[src/rtl/spi_slave_regfile_if.sv]
// Register-file side of an SPI slave: write/read pointer controls, event inputs
// and the decoded configuration outputs.
interface spi_slave_regfile_if #(
  parameter int REG_SIZE = 8,
  parameter int ADDR_W   = 3
);
  logic                  wr_addr_valid;
  logic [ADDR_W-1:0]     wr_addr;
  logic                  wr_data_valid;
  logic [REG_SIZE-1:0]   wr_data;
  logic                  rd_addr_valid;
  logic [ADDR_W-1:0]     rd_addr;
  logic                  rd_next;
  logic [REG_SIZE-1:0]   rd_data;
  logic [REG_SIZE-1:0]   event_in;
  logic                  en_qpi;
  logic [7:0]            dummy_cycles;
  logic [2*REG_SIZE-1:0] wrap_length;
  logic                  cfg_update;
  logic                  irq;

  modport master (
    output wr_addr_valid, wr_addr, wr_data_valid, wr_data,
    output rd_addr_valid, rd_addr, rd_next, event_in,
    input  rd_data, en_qpi, dummy_cycles, wrap_length, cfg_update, irq
  );

  modport slave (
    input  wr_addr_valid, wr_addr, wr_data_valid, wr_data,
    input  rd_addr_valid, rd_addr, rd_next, event_in,
    output rd_data, en_qpi, dummy_cycles, wrap_length, cfg_update, irq
  );
endinterface

[src/rtl/spi_slave_regfile.sv]
// SPI slave configuration register file: auto-incrementing write/read pointers,
// lockable config, double-buffered wrap length, W1C status with masked irq.
module spi_slave_regfile #(
  parameter int REG_SIZE      = 8,
  parameter int NUM_REGS      = 8,
  parameter int QUAD_EN       = 0,
  parameter int DUMMY_DEFAULT = 32,
  parameter int ID_VALUE      = 'hA5
) (
  input logic              sclk,
  input logic              rst,
  spi_slave_regfile_if.slave bus
);
  localparam int ADDR_W = $clog2(NUM_REGS);

  localparam logic [ADDR_W-1:0] A_CTRL = ADDR_W'(0);
  localparam logic [ADDR_W-1:0] A_DUMY = ADDR_W'(1);
  localparam logic [ADDR_W-1:0] A_WRLO = ADDR_W'(2);
  localparam logic [ADDR_W-1:0] A_WRHI = ADDR_W'(3);
  localparam logic [ADDR_W-1:0] A_STAT = ADDR_W'(4);
  localparam logic [ADDR_W-1:0] A_MASK = ADDR_W'(5);
  localparam logic [ADDR_W-1:0] A_ID   = ADDR_W'(7);

  logic [REG_SIZE-1:0]   r_ctrl;
  logic [REG_SIZE-1:0]   r_dummy;
  logic [REG_SIZE-1:0]   r_shadow;
  logic [REG_SIZE-1:0]   r_wrap_hi;
  logic [REG_SIZE-1:0]   r_status;
  logic [REG_SIZE-1:0]   r_irq_mask;
  logic [REG_SIZE-1:0]   r_scr [NUM_REGS];
  logic [ADDR_W-1:0]     r_wptr;
  logic [ADDR_W-1:0]     r_rptr;
  logic [2*REG_SIZE-1:0] r_wrap_length;
  logic                  r_commit_pend;
  logic                  r_cfg_update;
  logic                  r_irq;

  logic [ADDR_W-1:0]     w_waddr;
  logic                  w_locked;
  logic                  w_commit;
  logic [REG_SIZE-1:0]   w_clr;
  logic [REG_SIZE-1:0]   w_rd_data;

  // A same-cycle address load redirects the data beat to the new address.
  assign w_waddr  = bus.wr_addr_valid ? bus.wr_addr : r_wptr;
  assign w_locked = r_ctrl[1];
  assign w_commit = bus.wr_data_valid && (w_waddr == A_WRHI) && !w_locked;
  assign w_clr    = (bus.wr_data_valid && (w_waddr == A_STAT)) ? bus.wr_data : '0;

  always_ff @(posedge sclk) begin
    if (rst) begin
      r_ctrl        <= (QUAD_EN != 0) ? REG_SIZE'(1) : '0;
      r_dummy       <= REG_SIZE'(DUMMY_DEFAULT);
      r_shadow      <= '0;
      r_wrap_hi     <= '0;
      r_status      <= '0;
      r_irq_mask    <= '0;
      for (int i = 0; i < NUM_REGS; i++) r_scr[i] <= '0;
      r_wptr        <= '0;
      r_rptr        <= '0;
      r_wrap_length <= '0;
      r_commit_pend <= 1'b0;
      r_cfg_update  <= 1'b0;
      r_irq         <= 1'b0;
    end else begin
      // The commit samples reg3 one edge after it was written.
      r_cfg_update  <= r_commit_pend;
      if (r_commit_pend) r_wrap_length <= {r_wrap_hi, r_shadow};
      r_commit_pend <= w_commit;
      r_irq         <= |(r_status & r_irq_mask);
      r_status      <= (r_status & ~w_clr) | bus.event_in;

      if (bus.wr_data_valid) begin
        case (w_waddr)
          A_CTRL: r_ctrl <= bus.wr_data;
          A_DUMY: if (!w_locked) r_dummy <= bus.wr_data;
          A_WRLO: if (!w_locked) r_shadow <= bus.wr_data;
          A_WRHI: if (!w_locked) r_wrap_hi <= bus.wr_data;
          A_STAT: ;
          A_MASK: r_irq_mask <= bus.wr_data;
          A_ID:   ;
          default: r_scr[w_waddr] <= bus.wr_data;
        endcase
        r_wptr <= w_waddr + ADDR_W'(1);
      end else if (bus.wr_addr_valid) begin
        r_wptr <= bus.wr_addr;
      end

      if (bus.rd_addr_valid) r_rptr <= bus.rd_addr;
      else if (bus.rd_next)  r_rptr <= r_rptr + ADDR_W'(1);
    end
  end

  always_comb begin
    w_rd_data = r_scr[r_rptr];
    case (r_rptr)
      A_CTRL:  w_rd_data = r_ctrl;
      A_DUMY:  w_rd_data = r_dummy;
      A_WRLO:  w_rd_data = r_shadow;
      A_WRHI:  w_rd_data = r_wrap_hi;
      A_STAT:  w_rd_data = r_status;
      A_MASK:  w_rd_data = r_irq_mask;
      A_ID:    w_rd_data = REG_SIZE'(ID_VALUE);
      default: w_rd_data = r_scr[r_rptr];
    endcase
  end

  assign bus.rd_data      = w_rd_data;
  assign bus.en_qpi       = r_ctrl[0];
  assign bus.dummy_cycles = r_dummy[7:0];
  assign bus.wrap_length  = r_wrap_length;
  assign bus.cfg_update   = r_cfg_update;
  assign bus.irq          = r_irq;
endmodule

[src/flat_wrapper.sv]
// flat-port wrapper written by rule: the top's interface ports become plain ports
module spi_slave_regfile_flat 
#(
  parameter int REG_SIZE      = 8,
  parameter int NUM_REGS      = 8,
  parameter int QUAD_EN       = 0,
  parameter int DUMMY_DEFAULT = 32,
  parameter int ID_VALUE      = 'hA5
)
  (sclk, rst, bus_wr_addr_valid, bus_wr_addr, bus_wr_data_valid, bus_wr_data, bus_rd_addr_valid, bus_rd_addr, bus_rd_next, bus_event_in, bus_rd_data, bus_en_qpi, bus_dummy_cycles, bus_wrap_length, bus_cfg_update, bus_irq);
  spi_slave_regfile_if #(.REG_SIZE(REG_SIZE), .ADDR_W(3)) bus_i ();
  input logic sclk;
  input logic rst;
  input wire logic [$bits(bus_i.wr_addr_valid)-1:0] bus_wr_addr_valid;
  input wire logic [$bits(bus_i.wr_addr)-1:0] bus_wr_addr;
  input wire logic [$bits(bus_i.wr_data_valid)-1:0] bus_wr_data_valid;
  input wire logic [$bits(bus_i.wr_data)-1:0] bus_wr_data;
  input wire logic [$bits(bus_i.rd_addr_valid)-1:0] bus_rd_addr_valid;
  input wire logic [$bits(bus_i.rd_addr)-1:0] bus_rd_addr;
  input wire logic [$bits(bus_i.rd_next)-1:0] bus_rd_next;
  input wire logic [$bits(bus_i.event_in)-1:0] bus_event_in;
  output wire logic [$bits(bus_i.rd_data)-1:0] bus_rd_data;
  output wire logic [$bits(bus_i.en_qpi)-1:0] bus_en_qpi;
  output wire logic [$bits(bus_i.dummy_cycles)-1:0] bus_dummy_cycles;
  output wire logic [$bits(bus_i.wrap_length)-1:0] bus_wrap_length;
  output wire logic [$bits(bus_i.cfg_update)-1:0] bus_cfg_update;
  output wire logic [$bits(bus_i.irq)-1:0] bus_irq;
  assign bus_i.wr_addr_valid = bus_wr_addr_valid;
  assign bus_i.wr_addr = bus_wr_addr;
  assign bus_i.wr_data_valid = bus_wr_data_valid;
  assign bus_i.wr_data = bus_wr_data;
  assign bus_i.rd_addr_valid = bus_rd_addr_valid;
  assign bus_i.rd_addr = bus_rd_addr;
  assign bus_i.rd_next = bus_rd_next;
  assign bus_i.event_in = bus_event_in;
  assign bus_rd_data = bus_i.rd_data;
  assign bus_en_qpi = bus_i.en_qpi;
  assign bus_dummy_cycles = bus_i.dummy_cycles;
  assign bus_wrap_length = bus_i.wrap_length;
  assign bus_cfg_update = bus_i.cfg_update;
  assign bus_irq = bus_i.irq;
  spi_slave_regfile #(.REG_SIZE(REG_SIZE), .NUM_REGS(NUM_REGS), .QUAD_EN(QUAD_EN), .DUMMY_DEFAULT(DUMMY_DEFAULT), .ID_VALUE(ID_VALUE)) u_core (.sclk(sclk), .rst(rst), .bus(bus_i));
endmodule
[config.mk]
export PLATFORM = sky130hd
export DESIGN_NAME = spi_slave_regfile_flat
export DESIGN_NICKNAME = d
export VERILOG_FILES = /design/src/rtl/spi_slave_regfile_if.sv /design/src/rtl/spi_slave_regfile.sv /design/src/flat_wrapper.sv
export SDC_FILE = /design/constraint.sdc
export NUM_CORES = 1
export LEC_CHECK = 0
export BUFFER_PORTS_ARGS = -buffer_cell sky130_fd_sc_hd__buf_4
export CORE_MARGIN = 1.5
export CORE_UTILIZATION = 25
export DETAILED_ROUTE_END_ITERATION = 8
export GPL_ROUTABILITY_DRIVEN = 0
export GPL_TIMING_DRIVEN = 0
export MAX_ROUTING_LAYER = met4
export SLEW_MARGIN = 5
export SYNTH_ARGS = -nofsm -noshare
export SYNTH_HDL_FRONTEND = slang
export SYNTH_SLANG_ARGS = --single-unit
[constraint.sdc]
create_clock -name sclk -period 9.6 [get_ports sclk]
set_clock_uncertainty 0.15 [all_clocks]
set_input_delay 1.92 -clock sclk [delete_from_list [all_inputs] [get_ports sclk]]
set_output_delay 1.92 -clock sclk [all_outputs]
set_load 0.03 [all_outputs]
==> impl_metrics.env <==
export IMPL_grt_use_total=0.138
export IMPL_rsz0062_at_grt="false"
export IMPL_crit_buf_inv=3
export IMPL_worstPathMaxFanout=10
export IMPL_cts_root_buf="clkbuf_16"
export IMPL_die_area_sq_um=26300
export IMPL_wl_met3_um=966
export IMPL_grt_pass1_wl_um=26000
export IMPL_fin_tns_setup_ps=0
export IMPL_fin_crit_sh=0.558
export IMPL_wirelength_um=17100
export IMPL_critPathMaxStageDelay_ps=490
export IMPL_ir_worst_vdd_mv=0.140
export IMPL_layout_nets=655
export IMPL_clk_insertion_delay_late_ps=430
export IMPL_maxSlewHeadroom=0.411
export IMPL_grt_antenna_before_repair=0
export IMPL_report_final_hold_viol_count=0
export IMPL_syn_to_final_growth_pct=22.6
export IMPL_ctsHoldBuffers=0
export IMPL_status="finished, final reports clean"
export IMPL_power_mw=1.47
export IMPL_cp_end_kind="flip-flop"
export IMPL_synth_area_sq_um=6350
export IMPL_ios=63
export IMPL_cts_tree="yes"
export IMPL_post_route_min_period_ps=5350
export IMPL_drc=0
export IMPL_num_vias=4356
export IMPL_wl_met1_um=7540
export IMPL_tightest_slew_ps=877
export IMPL_design_area_sq_um=7780
export IMPL_synth_cell_types=46
export IMPL_start_kind="input port"
export IMPL_crit_top_cell="ha_1"
export IMPL_antenna_left=0
export IMPL_core_area_sq_um=25000
export IMPL_path_clk_slew_ps=60
export IMPL_required_ps=9530
export IMPL_initial_core_util=0.253
export IMPL_cts_max_path_buffers=2
export IMPL_dp_hpwl_um=12500
export IMPL_ys_seq_area_frac=0.543
export IMPL_dp_cells=927
export IMPL_utilization=0.311
export IMPL_io_buffers=60
export IMPL_synth_flop_cell="dfxtp_1"
export IMPL_core_rowCount=58
export IMPL_die_y_um=162
export IMPL_postCtsSetupBuffers=0
export IMPL_grt_max_degree=17
export IMPL_via_per_inst=4.54
export IMPL_die_w_um=162
export IMPL_antenna_cells=0
export IMPL_crit_chain="buf_4 > mux2i_4 > inv_2 > ha_1 > ha_1 > buf_2 > nor4b_2 > or3b_4 > nor4_4 > or2_1"
export IMPL_syn_inst=537
export IMPL_finalMaxSlewViolations=0
export IMPL_syn_nets=576
export IMPL_ys_ff_latch=140
export IMPL_ys_async_sr_fraction=0
export IMPL_gr_total_overflow=0
export IMPL_wl_per_cell_um=17.8
export IMPL_hold_path_class="flip-flop to flip-flop"
export IMPL_cts_resized=0
export IMPL_synth_edf_count=64
export IMPL_highest_layer="met4"
export IMPL_ys_warn_count=0
export IMPL_crit_type="input port to flip-flop"
export IMPL_cp_top_family="simple AND/OR/NAND/NOR gates"
export IMPL_dp_slack_ps=3750
export IMPL_fin_ws_ps=4250
export IMPL_firstDrtPassIters=5
export IMPL_power_density_nw_per_um2=189
export IMPL_syn_area_per_cell_sq_um=11.8
export IMPL_htreeDepth=4
export IMPL_critical_path_arrival_ps=5280
export IMPL_fmax_mhz=187
export IMPL_holdWs_ps=337
export IMPL_cts_buffers=17
export IMPL_drt_iter0_markers=388
export IMPL_p_leak_nw=2.93
export IMPL_fillers=2573
export IMPL_wl_met2_um=8400
export IMPL_drv_cap=0
export IMPL_fin_cells=959
export IMPL_place_area_sq_um=7210
export IMPL_setup_violations=0
export IMPL_grt_pass1_vias=4349
export IMPL_final_layout_size_suffix_gt1_frac=0.218
export IMPL_cts_sinks=140
export IMPL_cpMaxStageDelayCell="or3b_4"
[synthesized netlist by cell type, types with 2 or more instances]
| library cell | count | area (sq um) |
|---|---|---|
| a211oi_1 | 2 | 15.0 |
| a21oi_1 | 31 | 155 |
| a221o_1 | 3 | 30.0 |
| a221oi_1 | 6 | 52.6 |
| a222oi_1 | 4 | 40.0 |
| a22oi_1 | 8 | 60.1 |
| a32oi_1 | 2 | 17.5 |
| and2_1 | 66 | 413 |
| buf_1 | 3 | 11.3 |
| buf_2 | 7 | 35.0 |
| clkbuf_1 | 28 | 105 |
| dfxtp_1 | 76 | 1520 |
| edfxtp_1 | 64 | 1920 |
| ha_1 | 11 | 138 |
| inv_1 | 5 | 18.8 |
| inv_2 | 2 | 7.51 |
| mux2_2 | 2 | 22.5 |
| mux2i_1 | 56 | 561 |
| mux4_2 | 16 | 360 |
| nand2_1 | 11 | 41.3 |
| nand3_1 | 20 | 100 |
| nand3_2 | 2 | 20.0 |
| nor2_1 | 70 | 263 |
| nor2b_1 | 3 | 18.8 |
| nor3_1 | 4 | 20.0 |
| nor4_4 | 7 | 149 |
| o211ai_1 | 2 | 15.0 |
| o21ai_0 | 2 | 10.0 |
| or2_1 | 4 | 25.0 |
| or2_2 | 4 | 25.0 |
[state kept, by name, summed over array words and instances (netlist names), 3 cells and up, named ones only]
name / cells
u_core.bus.dummy_cycles: 8
u_core.r_irq_mask: 8
u_core.r_ctrl: 8
u_core.r_shadow: 8
u_core.r_rptr: 3
u_core.r_wptr: 3
u_core.bus.wrap_length: 16
u_core.r_wrap_hi: 8
u_core.r_scr: 64
u_core.r_status: 8
[where the power goes]
group	switching, mW	leakage, nW	internal (mW)
registers	0.0135	1.29	0.646
logic	0.113	1.36	0.0655
clock network	0.246	0.277	0.390
total	0.372	2.93	1.10
[worst min-delay path: stages, from the launching register on]
cell and delay (ps):
dfxtp_1 330, nand2_1 60, a21oi_1 60
[cell type report]
class / count / area (sq um) / share of cell area
repair buffers: 60 / 450 / 0.0579
clock buffers: 26 / 509 / 0.0655
flip-flops and latches: 140 / 3440 / 0.443
inverters: 7 / 26.3 / 0.00338
multi-input cells: 351 / 2720 / 0.349
well taps: 330 / 413 / 0.0531
plain buffers: 39 / 159 / 0.0204
clock inverters: 6 / 61.3 / 0.00788
[logic make-up after synthesis]
logic type / count (synthesis) / share of synthesized area
AOI/OAI and AO/OA: 64 / 0.0678
xor gates and xnor gates: 2 / 0.00276
adders and majority gates: 11 / 0.0217
buffers and inverters: 46 / 0.0292
DFF: 140 / 0.543
muxes: 77 / 0.157
and+or+nand+nor: 197 / 0.179
[per-layer routing]
layer	up-vias	GRT usage
met4	0	0.0400
li1	2092	-
met2	139	0.227
met1	2103	0.174
met5	-	-
met3	22	0.0237
[path summary, 6_finish.rpt]
| check | startpoint | endpoint | slack, ps | cells past startpoint |
|---|---|---|---|---|
| worst min-delay path | u_core.r_wrap_hi[4]$_SDFFE_PP0P_ | u_core.r_wrap_hi[4]$_SDFFE_PP0P_ | 340 | 2 |
| worst max-delay path | bus_wr_addr_valid | u_core.r_scr[3][3]$_SDFFCE_PN0P_ | 4250 | 10 |
| worst max register to register | u_core.r_wptr[1]$_SDFF_PP0_ | u_core.r_scr[3][3]$_SDFFCE_PN0P_ | 5610 | 9 |
| worst min register to register | u_core.r_wrap_hi[4]$_SDFFE_PP0P_ | u_core.r_wrap_hi[4]$_SDFFE_PP0P_ | 340 | 2 |
[cells in the final DEF (no fill, tap or decap), drive strengths merged, types with 11 or more instances in the layout]
master   n
dfxtp   76
buf     71
nor2    70
and2    66
edfxtp  64
mux2i   58
clkbuf  54
a21oi   32
nand3   22
mux4    16
nand2   11
ha      11
(Power assumes the default switching activity.)
